[config.mk]
export PLATFORM = sky130hd
export DESIGN_NAME = stream_mux_2x1_flat
export DESIGN_NICKNAME = d
export VERILOG_FILES = /design/src/rtl/stream_mux_2x1_if.sv /design/src/rtl/stream_mux_2x1.sv /design/src/flat_wrapper.sv
export SDC_FILE = /design/constraint.sdc
export NUM_CORES = 1
export LEC_CHECK = 0
export BUFFER_PORTS_ARGS = -buffer_cell sky130_fd_sc_hd__buf_2
export CORE_UTILIZATION = 30
export DETAILED_ROUTE_END_ITERATION = 6
export PLACE_DENSITY = 0.49
export SYNTH_ARGS = -nofsm -noshare
export SYNTH_HDL_FRONTEND = slang
export SYNTH_SLANG_ARGS = --single-unit
[constraint.sdc]
create_clock -name clk -period 2.2 [get_ports clk]
set_clock_uncertainty 0.05 [all_clocks]
set_input_delay 0.33 -clock clk [delete_from_list [all_inputs] [get_ports clk]]
set_output_delay 0.33 -clock clk [all_outputs]
set_load 0.05 [all_outputs]
[src/rtl/stream_mux_2x1_if.sv]
// stream_mux_2x1_if: two input streams merged onto one tagged output stream
interface stream_mux_2x1_if #(parameter int DATA_WIDTH = 4);
  logic [DATA_WIDTH-1:0] in0;
  logic                  in0_valid;
  logic                  in0_ready;
  logic [DATA_WIDTH-1:0] in1;
  logic                  in1_valid;
  logic                  in1_ready;
  logic [DATA_WIDTH-1:0] out0;
  logic                  out_sel;
  logic                  out_valid;
  logic                  out_ready;
  modport master (
    output in0, in0_valid, in1, in1_valid, out_ready,
    input  in0_ready, in1_ready, out0, out_sel, out_valid
  );
  modport slave (
    input  in0, in0_valid, in1, in1_valid, out_ready,
    output in0_ready, in1_ready, out0, out_sel, out_valid
  );
endinterface

[src/rtl/stream_mux_2x1.sv]
// stream_mux_2x1: registered 2:1 stream merge with burst-limited round-robin grant
module stream_mux_2x1 #(
  parameter int DATA_WIDTH = 4,
  parameter int MAX_BURST  = 4
) (
  input logic clk,
  input logic rst_n,
  stream_mux_2x1_if.slave s
);
  localparam int CW = $clog2(MAX_BURST + 1);
  localparam logic [CW-1:0] MB = CW'(MAX_BURST);
  logic          last_sel;
  logic [CW-1:0] burst_cnt;
  logic          load, any, both, grant;
  assign load  = !s.out_valid || s.out_ready;
  assign any   = s.in0_valid || s.in1_valid;
  assign both  = s.in0_valid && s.in1_valid;
  // the burst limit only bites when both sides are competing
  assign grant = both ? ((burst_cnt < MB) ? last_sel : !last_sel) : s.in1_valid;
  assign s.in0_ready = load && s.in0_valid && !grant;
  assign s.in1_ready = load && s.in1_valid && grant;
  // reset state lets input 0 win the first contended cycle
  always_ff @(posedge clk or negedge rst_n)
    if (!rst_n) begin
      s.out0      <= '0;
      s.out_sel   <= 1'b0;
      s.out_valid <= 1'b0;
      last_sel    <= 1'b1;
      burst_cnt   <= MB;
    end else if (load) begin
      s.out_valid <= any;
      if (any) begin
        s.out0    <= grant ? s.in1 : s.in0;
        s.out_sel <= grant;
        last_sel  <= grant;
        burst_cnt <= (grant != last_sel) ? CW'(1) : (burst_cnt == MB) ? MB : burst_cnt + 1'b1;
      end
    end
endmodule

[src/flat_wrapper.sv]
// flat-port wrapper written by rule: the top's interface ports become plain ports
module stream_mux_2x1_flat 
#(
  parameter int DATA_WIDTH = 4,
  parameter int MAX_BURST  = 4
)
  (clk, rst_n, s_in0, s_in0_valid, s_in1, s_in1_valid, s_out_ready, s_in0_ready, s_in1_ready, s_out0, s_out_sel, s_out_valid);
  stream_mux_2x1_if #(.DATA_WIDTH(DATA_WIDTH)) s_i ();
  input logic clk;
  input logic rst_n;
  input wire logic [$bits(s_i.in0)-1:0] s_in0;
  input wire logic [$bits(s_i.in0_valid)-1:0] s_in0_valid;
  input wire logic [$bits(s_i.in1)-1:0] s_in1;
  input wire logic [$bits(s_i.in1_valid)-1:0] s_in1_valid;
  input wire logic [$bits(s_i.out_ready)-1:0] s_out_ready;
  output wire logic [$bits(s_i.in0_ready)-1:0] s_in0_ready;
  output wire logic [$bits(s_i.in1_ready)-1:0] s_in1_ready;
  output wire logic [$bits(s_i.out0)-1:0] s_out0;
  output wire logic [$bits(s_i.out_sel)-1:0] s_out_sel;
  output wire logic [$bits(s_i.out_valid)-1:0] s_out_valid;
  assign s_i.in0 = s_in0;
  assign s_i.in0_valid = s_in0_valid;
  assign s_i.in1 = s_in1;
  assign s_i.in1_valid = s_in1_valid;
  assign s_i.out_ready = s_out_ready;
  assign s_in0_ready = s_i.in0_ready;
  assign s_in1_ready = s_i.in1_ready;
  assign s_out0 = s_i.out0;
  assign s_out_sel = s_i.out_sel;
  assign s_out_valid = s_i.out_valid;
  stream_mux_2x1 #(.DATA_WIDTH(DATA_WIDTH), .MAX_BURST(MAX_BURST)) u_core (.clk(clk), .rst_n(rst_n), .s(s_i));
endmodule
* Yosys cells after proc, flatten, opt, wreduce, memory -nomap -nowiden
Index checks and enable logic that the tools add are counted.
** Word-level totals
- Output and inout port bits :: 8
- Logic and storage cells :: 25
- Input port bits :: 13
- Register bits after elaboration :: 10
** Operators by class
- Reductions and logical operators :: 11
- Muxes and demuxes :: 5
- Order comparisons :: 1
- $add $sub $neg :: 1
- Equality and inequality tests :: 2
** Operator list (count)
- two-way mux 3 bit :: 2
- logical AND 1 bit :: 5
- two-way mux 4 bit :: 1
- adder 3 x 1 -> 3 bit (second input constant) :: 1
- equality test 3 bit (second input constant) :: 1
- zero test 1 bit :: 3
- < comparator 3 bit (second input constant) :: 1
- logical OR 1 bit :: 2
- two-way mux 1 bit :: 2
- AND reduction 2 bit :: 1
- != test 1 bit :: 1

* Longest topological paths before layout
Gate-level depths: netlist of the first run.
- Word-level depth :: 5
- Depth in mapped cells :: 5
- Mapped depth without buffers :: 5

* Worst setup path before layout of the first run
No wires, ideal clock.
- Path kind :: register to output
- From :: reg u_core.burst_cnt[2]
- To :: out s_in0_ready
- Arrival time :: 1.557 ns
- Cell stages (with the launch flop) :: 5
- Data required time :: 1.820 ns
- Setup slack :: 0.263 ns
- Path buffers :: 1
- Cells stage by stage :: dfstp_2 > buf_4 > xnor2_4 > a21oi_2 > nor2_1
** On the way
- Cells in the longest elaborated chain, start to end :: 5
** RTL lines
- start: declaration :: line stream_mux_2x1.sv:13 : logic [CW-1:0] burst_cnt;
- start signal: assignment :: line stream_mux_2x1.sv:36 : burst_cnt <= (grant != last_sel) ? CW'(1) : (burst_cnt == MB) ? MB : burst_cnt + 1'b1;
- < comparator 3 bit :: line stream_mux_2x1.sv:19 : assign grant = both ? ((burst_cnt < MB) ? last_sel : !last_sel) : s.in1_valid;
- two-way mux 1 bit (2 in series) :: line stream_mux_2x1.sv:19
- zero test 1 bit :: line stream_mux_2x1.sv:20 : assign s.in0_ready = load && s.in0_valid && !grant;
- logical AND 1 bit :: line stream_mux_2x1.sv:20
- end: declaration :: line flat_wrapper.sv:16 : output wire logic [$bits(s_i.in0_ready)-1:0] s_in0_ready;
No other way between the ends.

* Worst setup path in the final report of the first run
- From :: reg u_core.burst_cnt[2]
- To :: out s_in1_ready
** On the way
- Cells in the longest elaborated chain, start to end :: 4
** RTL lines
- < comparator 3 bit :: line stream_mux_2x1.sv:19
- two-way mux 1 bit (2 in series) :: line stream_mux_2x1.sv:19
- logical AND 1 bit :: line stream_mux_2x1.sv:21 : assign s.in1_ready = load && s.in1_valid && grant;
- end: declaration :: line flat_wrapper.sv:17 : output wire logic [$bits(s_i.in1_ready)-1:0] s_in1_ready;
No other way between the ends.

==> results.cfg, run 1 <==
[sta]
setup_tns_ns = 0
setup_viol = 0
timing.final.hold_violations = 0
min_period_ns = 2.009
min_period_over_period_pct = 91.34
rsz0062_at_grt = no
hold_ws_ns = 0.2905
slew_headroom_pct = 77.20
tightest_slew_ns = 0.3408
fmax_mhz = 497.7
maxSlewViolCount = 0

[floorplanning]
rows = 17
fp.dieW_um = 50.20
chipHeight_um = 50.20
core_mm2 = 0.002191
die-area_mm2 = 0.002520
start_util_pct = 31.81
pin_count = 21

[power_and_ir_drop]
peakVddDrop_mv = 0.6644
total_power_mw = 1.009
power.density_mw_per_mm2 = 1202
p_leak_nw = 0.3805

[global_routing]
antenna_found_initial = 0
grt_pass1_wl_mm = 2.608
gr-total-overflow = 0
groute.usage.overall_pct = 14.46
grt_pass1_vias = 582
grt_max_degree = 12

[outcome]
status = complete, no violations

[yosys]
synth_edf_count = 0
synthFlopType = dfrtp_1
ys_seq_elements = 10
ys_warn_count = 0
synth_cell_type_count = 35
synth_cells = 68
synth_top_area_cell = dfrtp_1
synth_top_area_share_pct = 28.73
postSynthAreaPerCell_um2 = 10.25
ys_top_cells_by_area = dfrtp_1 (29%), o2111ai_1 (10%), dfstp_2 (7.5%)
ys_async_sr_fraction_pct = 100.0
synth_nets = 83
syn_area_um2 = 696.9
yosysSeqAreaShare_pct = 36.27
synth_common_cells = dfrtp_1 (8), o2111ai_1 (8), nand3_1 (5), o21ai_0 (5), nand2_1 (4)

[route]
viasPerCell = 5.137
wl_mm = 1.625
ant_nets = 0
num_vias = 601
wl_per_cell_um = 13.89
drtPass1Iterations = 4
drc_errors = 0
drtIter0Drc = 17

[placement]
gp_congestion = 0.7141
port_buffers = 20
place_inst = 112
hpwl_mm = 1.223
placed_area_um2 = 793.3

[worst_setup_path]
max_stage_delay_ns = 0.67
path_cells = xnor2_4, a21oi_2, and2_1, buf_2
worstSetupPathType = flop to output port
crit_path_end_kind = output port
arrival_ns = 1.63
crit_family = flip-flops
cp_max_fo = 7
timing.reg2reg.setup_slack_ns = 0.83
cp.buffers_inverters = 1
worstPathRequired_ns = 1.82
slowest_stage = dfstp_2
cp-start-kind = flop

[final_layout]
fin_nets = 105
drive_gt1_share_pct = 39.33
area_growth_pct = 20.47
stdcell_area_um2 = 839.6
fillers = 239
n_antenna_cell = 0
instances_no_fill = 117

[clock_tree]
cts_tree = done
cts_buffers = 3
h-tree-depth = 1
cts.path.max_buffers = 2
cts-root-buf = clkbuf_4
worstSkewPairLatency_ns = 0.27
post-cts-setup-buffer-count = 0
clock-sinks = 10
clkSlewWorstSetupHoldPaths_ns = 0.08

[flow_run]
drv_cap = 0

[hold_path]
hold_path.class = input pin to flop
==> final timing paths <==
kind / from / endpoint / depth (start not counted)
worst max-delay path: u_core.burst_cnt[2] / s_in1_ready / 4
worst min-delay path: s_in0[3] / u_core.s.out0[3] / 3
worst max register to register: u_core.burst_cnt[2] / u_core.s.out0[1] / 3
worst min register to register: u_core.s.out_sel / u_core.s.out_sel / 1
max in group asynchronous: rst_n / u_core.last_sel / 2
min in group asynchronous: rst_n / u_core.burst_cnt[0] / 2
==> report_power, final <==
part           switching (mW)  internal, mW
Sequential             0.0840         0.263
Clock                  0.0723         0.101
Combinational           0.299         0.190
==> metal layers <==
metal | vias to the layer above | wire length, um | track usage (%)
met1 | 291 | 736 | 18.27
met3 | 2 | 73 | 3.333
met4 | 0 | 9 | 8.571
met2 | 12 | 805 | 22.22
li1 | 296 | - | -
met5 | - | 0 | 0
==> kinds of logic after synthesis <==
kind of cell,after synthesis,share of synthesized area [%]
flip-flops,10,36.27
AND/OR/NAND/NOR,23,19.75
AO/OA/AOI/OAI,22,25.32
XOR/XNOR,2,5.207
buffers and inverters,9,9.873
adder cells (fa/ha/maj),2,3.590
==> timing repair <==
item | 4_1_cts | 5_1_grt
hold endpoints to repair | 8 | 0
endpoints found under the setup margin | 0 | 0
gates resized for setup | 0 | 0
hold buffers | 1 | 0
==> final cells by class <==
| class | instances | area (um2) | share of cell area [%] |
|---|---|---|---|
| clock buffers | 4 | 36.28 | 4.322 |
| inverters | 4 | 22.52 | 2.683 |
| multi-input cells | 49 | 375.4 | 44.71 |
| flip-flops and latches | 10 | 252.7 | 30.10 |
| well taps | 28 | 35.03 | 4.173 |
| repair buffers | 22 | 117.6 | 14.01 |
==> worst min-delay path, delay by kind of cell <==
family          cells  cell delay (ns)
buf+inv             1             0.09
compound gates      1             0.07
simple gates        1             0.07
==> cell usage in the layout, fill, tap and decap left out, types with 2 or more instances in the layout <==
master,instances
ha_1,2
inv_1,3
nand3_1,5
o2111ai_1,8
nand2_1,4
dfrtp_1,8
buf_2,20
o21ai_0,5
dfstp_2,2
nor2_1,3
clkbuf_4,3
==> sequential cells by signal, summed over array words and instances (netlist names) <==
signal,flops
u_core.last_sel,1
u_core.s.out_valid,1
u_core.s.out0,4
u_core.burst_cnt,3
u_core.s.out_sel,1
==> through the flow <==
stage	util, %	worst slack (ns)
global placement	36.21	0.4922
detailed placement	36.21	0.4717
floorplan	-	0.2633
global route	38.32	0.09941
finish	38.32	0.1906
CTS	38.32	0.1642
Note: power is estimated with default switching activity, not from simulation.
==> run 2: changes to the inputs <==
- CTS_BUF_LIST: not set -> sky130_fd_sc_hd__clkbuf_16
==> results.cfg, run 2 (synthesized netlist as in run 1, its figures left out) <==
[outcome]
status = complete, no violations

[hold_path]
min-delay-start = s_in0[3]
hold_path.class = input pin to flop
min_to = u_core.s.out0[3]
holdPathStages = 3

[final_layout]
final_cell_mix = buf_2 (20), o2111ai_1 (8), dfrtp_1 (8)
area_growth_pct = 26.57
largest_reg_flops = 4
layout_commonest_cell = buf_2
largest-register = u_core.s.out0
n_antenna_cell = 0
top_regs = u_core.s.out0 (4), u_core.burst_cnt (3)
fin_util_pct = 40.26
drive_gt1_share_pct = 38.20
fin_nets = 105

[sta]
maxSlewViolCount = 0
setup_tns_ns = 0
timing.final.hold_violations = 0
finalWorstSetupSlack_ns = 0.2301
setup_viol = 0
min_period_over_period_pct = 89.54
tightest_slew_ns = 0.3384
fmax_mhz = 507.6
slew_headroom_pct = 77.36
rsz0062_at_grt = no
min_period_ns = 1.970

[clock_tree]
clkSlewWorstSetupHoldPaths_ns = 0.04
worstSkewPairLatency_ns = 0.24
h-tree-depth = 1
cts_resized = 0
cts-root-buf = clkbuf_16
post-cts-setup-buffer-count = 0
cts_buffers = 3
cts.path.max_buffers = 2
cts_tree = done
clock-sinks = 10

[floorplanning]
chipHeight_um = 50.20
core_mm2 = 0.002191
die-area_mm2 = 0.002520
rows = 17
pin_count = 21
fp.dieW_um = 50.20
start_util_pct = 31.81

[worst_setup_path]
slowest_stage = dfstp_2
worstReg2RegEnd = u_core.s.out0[1]
crit_path_start = u_core.burst_cnt[2]
crit-reg2reg-launch = u_core.burst_cnt[2]
path_cells = xnor2_4, a21oi_2, and2_1, buf_2
cp.buffers_inverters = 1
timing.reg2reg.setup_slack_ns = 0.83
worstSetupPathType = flop to output port
reg2regPathDepth = 3
arrival_ns = 1.59
worstPathRequired_ns = 1.82
crit_family = flip-flops
crit_path_end_kind = output port
cp-start-kind = flop
cp_max_fo = 7
max_stage_delay_ns = 0.66

[flow_run]
drv_cap = 0

[power_and_ir_drop]
p_leak_nw = 0.3980
peakVddDrop_mv = 0.5618
power.density_mw_per_mm2 = 1323

[route]
drtIter0Drc = 18
wl_mm = 1.604
ant_nets = 0
wl_per_cell_um = 13.71
num_vias = 612
drtPass1Iterations = 4
viasPerCell = 5.231
drc_errors = 0

[global_routing]
grt_max_degree = 12
antenna_found_initial = 0
grt_pass1_wl_mm = 2.663
grt_pass1_vias = 585
groute.usage.overall_pct = 14.78
gr-total-overflow = 0

[placement]
dp_slack_ns = 0.4717
gp_congestion = 0.7141
port_buffers = 20
hpwl_mm = 1.223
run 2: area by class of cell:
| type | count | area [um2] |
|---|---|---|
| flip-flops and latches | 10 | 252.7 |
| clock inverters | 1 | 3.754 |
| multi-input cells | 49 | 375.4 |
| fillers | 229 | 1309 |
| well taps | 28 | 35.03 |
| clock buffers | 3 | 75.07 |
| repair buffers | 22 | 117.6 |
| inverters | 4 | 22.52 |
run 2: power by group:
group,leakage [nW],internal (mW),switching [mW]
clock network,0.0385,0.239,0.0920
logic,0.244,0.190,0.298
registers,0.115,0.264,0.0840
total,0.398,0.693,0.474
run 2: routing by layer:
metal	vias to the layer above	global-route usage [%]	part of all wire, %
met3	3	5.152	6.6
met2	21	22.44	50
met1	294	18.46	42
met5	-	0	0
met4	0	7.143	1.4
li1	294	-	-
run 2: worst max-delay path by stage:
stage,end,slack [ns],cells after the start
finish,s_in1_ready,0.23,4
global route,s_in1_ready,0.15,4
CTS,s_in1_ready,0.21,4
detailed placement,s_in1_ready,0.47,4
global placement,s_in1_ready,0.49,4
floorplan,s_in0_ready,0.26,4
run 2: timing repair:
item | 4_1_cts | 5_1_grt
endpoints found under the setup margin | 0 | 0
hold buffers | 1 | 0
endpoints found under the hold margin | 8 | 0
run 2: worst reg2reg max path: cells and delay by family (launching register included):
kind | cells | cell delay, ns
AOI/OAI and AO/OA | 1 | 0.15
and+or+nand+nor | 1 | 0.11
DFF | 1 | 0.66
xor gates and xnor gates | 1 | 0.34
run 2: per-stage QoR:
| step | instances | power, mW | hold WS (ns) | area [um2] |
|---|---|---|---|---|
| floorplan | 68 | 0.7659 | -0.01559 | 696.9 |
| global placement | 112 | 0.8410 | 0.1564 | 793.3 |
| detailed placement | 112 | 0.8386 | 0.1582 | 793.3 |
| CTS | 117 | 1.174 | 0.3375 | 882.1 |
| global route | 117 | 1.232 | 0.3592 | 882.1 |
| finish | 117 | 1.167 | 0.3329 | 882.1 |
